## src/rtl/cheat_loader.sv

```systemverilog
// Cheat-code loader: packs 16-byte download records onto the match block's
// 129-bit code bus, strobes each commit and tracks count, overflow and partials.
module cheat_loader #(
  parameter  int MAX_CODES     = 32,
  parameter  int CLR_CYCLES    = 4,
  parameter  int STROBE_CYCLES = 2,
  parameter  int DL_ADDR_W     = 25,
  localparam int CNT_W         = $clog2(MAX_CODES + 1)
) (
  input  logic                 clk,
  input  logic                 reset,
  input  logic                 dl_active,
  input  logic                 dl_wr,
  input  logic [DL_ADDR_W-1:0] dl_addr,
  input  logic [7:0]           dl_data,
  output logic                 dl_wait,
  output logic [128:0]         code,
  output logic                 codes_clr,
  output logic [CNT_W-1:0]     code_count,
  output logic                 overflow,
  output logic                 partial,
  output logic                 busy
);

  localparam int TMAX =
    (CLR_CYCLES > STROBE_CYCLES) ? CLR_CYCLES : STROBE_CYCLES;
  localparam int TW = $clog2(TMAX + 1);
  localparam logic [TW-1:0] CLR_LAST = TW'(CLR_CYCLES - 1);
  localparam logic [TW-1:0] STB_LAST = TW'(STROBE_CYCLES - 1);
  localparam logic [CNT_W-1:0] CNT_MAX = CNT_W'(MAX_CODES);

  typedef enum logic [2:0] {
    S_IDLE,
    S_CLEAR,
    S_COLLECT,
    S_STB_HI,
    S_STB_LO
  } state_t;

  state_t           r_state;
  logic             r_act_q;
  logic             r_end;
  logic [TW-1:0]    r_tmr;
  logic [127:0]     r_buf;
  logic [15:0]      r_mask;
  logic             r_stb;
  logic             r_clr;
  logic             r_wait;
  logic             r_busy;
  logic [CNT_W-1:0] r_count;
  logic             r_ovf;
  logic             r_part;

  logic       w_rise;
  logic       w_fall;
  logic       w_end;
  logic [3:0] w_lane;
  logic [6:0] w_sh;
  logic       w_last;
  logic       w_unused;

  assign w_rise   = dl_active & ~r_act_q;
  assign w_fall   = ~dl_active & r_act_q;
  // An end-of-window seen mid-sequence is remembered until it can be honoured.
  assign w_end    = w_fall | r_end;
  assign w_lane   = dl_addr[3:0];
  assign w_sh     = {~w_lane, 3'b000};
  assign w_last   = (w_lane == 4'hF);
  assign w_unused = ^dl_addr[DL_ADDR_W-1:4];

  assign code       = {r_stb, r_buf};
  assign codes_clr  = r_clr;
  assign dl_wait    = r_wait;
  assign busy       = r_busy;
  assign code_count = r_count;
  assign overflow   = r_ovf;
  assign partial    = r_part;

  always_ff @(posedge clk or posedge reset) begin
    if (reset) begin
      r_state <= S_IDLE;
      r_act_q <= 1'b0;
      r_end   <= 1'b0;
      r_tmr   <= '0;
      r_buf   <= '0;
      r_mask  <= '0;
      r_stb   <= 1'b0;
      r_clr   <= 1'b0;
      r_wait  <= 1'b0;
      r_busy  <= 1'b0;
      r_count <= '0;
      r_ovf   <= 1'b0;
      r_part  <= 1'b0;
    end else begin
      r_act_q <= dl_active;
      unique case (r_state)
        S_IDLE: begin
          if (w_rise) begin
            r_state <= S_CLEAR;
            r_tmr   <= '0;
            r_clr   <= 1'b1;
            r_wait  <= 1'b1;
            r_busy  <= 1'b1;
            r_end   <= 1'b0;
            r_count <= '0;
            r_ovf   <= 1'b0;
            r_part  <= 1'b0;
            r_buf   <= '0;
            r_mask  <= '0;
          end
        end
        S_CLEAR: begin
          if (w_fall) r_end <= 1'b1;
          if (r_tmr == CLR_LAST) begin
            r_tmr  <= '0;
            r_clr  <= 1'b0;
            r_wait <= 1'b0;
            if (w_end) begin
              r_state <= S_IDLE;
              r_busy  <= 1'b0;
              r_end   <= 1'b0;
            end else begin
              r_state <= S_COLLECT;
            end
          end else begin
            r_tmr <= r_tmr + 1'b1;
          end
        end
        S_COLLECT: begin
          if (w_end) begin
            if (r_mask != '0) r_part <= 1'b1;
            r_buf   <= '0;
            r_mask  <= '0;
            r_state <= S_IDLE;
            r_busy  <= 1'b0;
            r_end   <= 1'b0;
          end else if (dl_wr) begin
            r_buf[w_sh +: 8] <= dl_data;
            r_mask[w_lane]   <= 1'b1;
            if (w_last) begin
              if (r_count < CNT_MAX) begin
                r_state <= S_STB_HI;
                r_tmr   <= '0;
                r_stb   <= 1'b1;
                r_wait  <= 1'b1;
                r_count <= r_count + 1'b1;
              end else begin
                // Table full: drop the whole record, including this byte.
                r_ovf  <= 1'b1;
                r_buf  <= '0;
                r_mask <= '0;
              end
            end
          end
        end
        S_STB_HI: begin
          if (w_fall) r_end <= 1'b1;
          if (r_tmr == STB_LAST) begin
            r_tmr   <= '0;
            r_stb   <= 1'b0;
            r_state <= S_STB_LO;
          end else begin
            r_tmr <= r_tmr + 1'b1;
          end
        end
        S_STB_LO: begin
          if (w_fall) r_end <= 1'b1;
          if (r_tmr == STB_LAST) begin
            r_tmr  <= '0;
            r_buf  <= '0;
            r_mask <= '0;
            r_wait <= 1'b0;
            if (w_end) begin
              r_state <= S_IDLE;
              r_busy  <= 1'b0;
              r_end   <= 1'b0;
            end else begin
              r_state <= S_COLLECT;
            end
          end else begin
            r_tmr <= r_tmr + 1'b1;
          end
        end
        default: begin
          r_state <= S_IDLE;
          r_busy  <= 1'b0;
          r_wait  <= 1'b0;
          r_clr   <= 1'b0;
          r_stb   <= 1'b0;
        end
      endcase
    end
  end

endmodule

```

## config.mk

```make
export PLATFORM = sky130hd
export DESIGN_NAME = cheat_loader
export DESIGN_NICKNAME = d
export VERILOG_FILES = /design/src/rtl/cheat_loader.sv
export SDC_FILE = /design/constraint.sdc
export NUM_CORES = 1
export LEC_CHECK = 0
export BUFFER_PORTS_ARGS = -buffer_cell sky130_fd_sc_hd__clkbuf_2
export CORE_MARGIN = 8
export CORE_UTILIZATION = 40
export DETAILED_ROUTE_END_ITERATION = 8
export PLACE_DENSITY = 0.67
export SETUP_SLACK_MARGIN = 0.3
export SYNTH_ARGS = -nofsm -noshare
export SYNTH_HDL_FRONTEND = slang
export SYNTH_SLANG_ARGS = --single-unit
```

## constraint.sdc

```tcl
create_clock -name clk -period 7.45 [get_ports clk]
set_clock_uncertainty 0.1 [all_clocks]
set_input_delay 1.8625 -clock clk [delete_from_list [all_inputs] [get_ports clk]]
set_output_delay 1.8625 -clock clk [all_outputs]
set_load 0.005 [all_outputs]
```

==> impl_metrics.toml <==
[clocking]
cts_buffer_depth = 2
htree_levels = 4
cts_resized = 0
clk_latency_ns = 0.43
cts_buffers = 17
cts.hold.buffers_added = 0
cts.clk_slew.worst_paths_ns = 0.07
cts_tree = "done"
root_buffer = "clkbuf_16"
clock_sinks = 164
cts_setup_buffers = 0

[die]
initial_core_util = 0.404
rows = 50
dieArea_mm2 = 0.0234
dieWidth_um = 153
core_area_mm2 = 0.0186
io_pins = 177
die_h_um = 153

[critical_path]
startpoint = "dl_addr[0]"
worstSetupPathType = "input port to register"
timing.rr.start = "r_state[1]$_DFFE_PP0P_"
cp_slowest_cell = "a311o_2"
crit_path_end_kind = "register"
max_stage_delay_ns = 0.65
r2r-end = "r_buf[114]$_DFFE_PP0P_"
cp.required_ns = 7.64
path_max_fanout = 77
crit_path_start_kind = "input port"
path_cells = "clkbuf_2 > ha_1 > nand4_1 > or2_2 > a311o_2 > buf_4 > nand2_1 > o21ai_0"
critPathArrivalTime_ns = 5.22
critical_path.top_delay_family = "simple AND/OR/NAND/NOR gates"
path_buf_inv = 2
ff2ff_path_depth = 6
r2r_slack_ns = 3.16

[global_route]
grtUsageTotal = 0.173
grt_max_degree = 106
overflow = 0
grt_pass1_vias = 5754
grt_pass1_wl_um = 32400
grt_antenna_before_repair = 1

[power]
swShare = 0.379
p_clk_frac = 0.311
p_seq_frac = 0.384
p_per_area_mw_per_mm2 = 320
switchingPower_mw = 1.09
p_int_mw = 1.78
ir_worst_vdd_mv = 0.193
combPwrFrac = 0.305
p_leak_nw = 4.65

[detailed_routing]
avgRoutedWirePerCell_um = 18.9
vias_per_cell = 5.32
drc = 0
ant_nets = 0
vias = 5691
dr.pass1.iters = 5
finalWirelength_um = 20200
first_iter_violations = 342

[sta]
whs_ns = 0.401
max_slew_margin = 0.368
rsz0062_at_grt = "false"
finalHoldViolCount = 0
worst_pin_slew_ns = 0.939
setup_viol = 0
slew_viol_final = 0
finalWorstSetupSlack_ns = 2.41
timing.fmax_mhz = 199
finalSetupTns_ns = 0
min_period_ns = 5.04
finalCritPeriodShare = 0.676

[min_path]
whs_path_depth = 2
hold_end = "r_buf[22]$_DFFE_PP0P_"
hold_class = "register to register"
hold_start = "r_buf[22]$_DFFE_PP0P_"

[placement]
portBuffers = 155
placed_cell_area_mm2 = 0.00840
gp_congestion = 0.797
dp_hpwl_um = 13700
place_ws_ns = 2.00

[cells_and_area]
layout.nets = 868
final_layout_size_suffix_gt1_frac = 0.257
nFillCells = 1670
stdcell_area_mm2 = 0.00900
syn2layout_area_growth_pct = 19.8
layout_commonest_cell = "dfrtp_1"
layout_common_cells = "164 x dfrtp_1, 155 x clkbuf_2, 105 x mux2i_1, 85 x nand2_1, 68 x nor2_1"

[synthesis]
syn_avg_cell_area_um2 = 10.9
ys.flop_type = "dfrtp_1"
seq_area_frac_synth = 0.547
yosys_warnings = 0
synth-edff-count = 0
netlist_area_mm2 = 0.00751
syn_nets = 735
synth_seq_cells = 164
synth-async-reset-ratio = 1.00
synth_cell_type_count = 61
synth_cells = 688

[run_status]
outcome = "completed"

[job]
maxCapViolations = 0
## synth_stat cells, types with 2 or more instances
library cell	count	area, µm²
nor3_1	3	15.0
mux2i_1	105	1050
nor4_1	5	31.3
or4bb_1	2	22.5
nand2b_1	3	18.8
dfrtp_1	164	4100
nand4_4	3	63.8
and3_1	3	18.8
clkbuf_1	19	71.3
nand3_2	2	20.0
or3_1	2	12.5
a31oi_1	16	100
buf_6	3	33.8
buf_4	4	30.0
nand2_1	85	319
or2_2	3	18.8
o21ai_1	5	25.0
nand3b_1	5	37.5
o22ai_1	2	12.5
buf_2	18	90.1
nand4_1	7	43.8
o31ai_1	3	22.5
o21a_1	3	22.5
inv_1	9	33.8
nor3_2	4	40.0
nand3_1	36	180
o21ai_0	34	170
nor2_1	68	255
a21o_1	4	30.0
a21oi_1	10	50.1
o2111ai_1	2	17.5
and2_1	2	12.5
nor2b_1	12	75.1
ha_1	10	125
a22o_1	2	17.5
or4_1	2	15.0
nor4_4	4	85.1
## routing by layer
metal | GRT usage | wire [µm] | vias up
met3 | 0.0595 | 1340 | 23
met1 | 0.219 | 9000 | 2834
met5 | 0 | 0 | -
li1 | - | - | 2671
met4 | 0.0575 | 294 | 0
met2 | 0.272 | 9540 | 163
## power groups by stage
stage	Sequential [mW]	Combinational (mW)	Clock [mW]
after floorplan	1.10	0.637	0
after global routing	1.12	0.976	0.948
after CTS	1.10	0.889	0.914
after detailed placement	1.12	0.887	0
after global placement	1.12	0.883	0
final	1.10	0.878	0.895
## sequential cells by signal, summed over array words and instances, names as in the netlist, 3 cells and up
signal / flops
r_buf: 128
r_state: 3
r_mask: 16
r_tmr: 3
code_count: 6
## worst min-delay path: stages, from the launching register on
cell and delay (ns):
dfrtp_1 0.34, nand3_1 0.06, o21ai_0 0.07
## worst max-delay path by stage
stage | cells past startpoint | slack, ns | endpoint
after floorplan | 1 | 1.05 | busy$_DFFE_PP0P_
after global routing | 8 | 2.21 | r_buf[114]$_DFFE_PP0P_
after global placement | 8 | 2.03 | r_buf[114]$_DFFE_PP0P_
after detailed placement | 8 | 2.00 | r_buf[18]$_DFFE_PP0P_
final | 8 | 2.41 | r_buf[114]$_DFFE_PP0P_
after CTS | 8 | 2.47 | r_buf[114]$_DFFE_PP0P_
## cell type report
cell class / count / area [µm²] / area share
Antenna cell: 1 / 2.50 / 0.000278
Clock buffer: 20 / 457 / 0.0508
Clock inverter: 12 / 143 / 0.0159
Inverter: 9 / 38.8 / 0.00431
Multi-Input combinational cell: 470 / 3150 / 0.351
Sequential cell: 164 / 4100 / 0.456
Tap cell: 234 / 293 / 0.0325
Timing Repair Buffer: 159 / 806 / 0.0896
## per-stage QoR
stage                     utilization  power (mW)  instances
after CTS                       0.484        2.90       1068
final                           0.484        2.88       1069
after floorplan                     -        1.73        688
after global placement          0.452        2.00       1036
after global routing            0.484        3.04       1069
after detailed placement        0.452        2.00       1036
## kinds of logic (layout without fill, tap and decap cells)
| kind of cell | count (synthesis) | count (layout) | synth area share |
|---|---|---|---|
| AOI/OAI and AO/OA | 92 | 92 | 0.0760 |
| xor gates and xnor gates | 2 | 2 | 0.00233 |
| adders and majority gates | 10 | 10 | 0.0167 |
| buffers and inverters | 54 | 200 | 0.0350 |
| DFF | 164 | 164 | 0.547 |
| muxes | 106 | 106 | 0.141 |
| other | 0 | 1 | 0 |
| and+or+nand+nor | 260 | 260 | 0.182 |
Power figures use the tool's default switching activity.
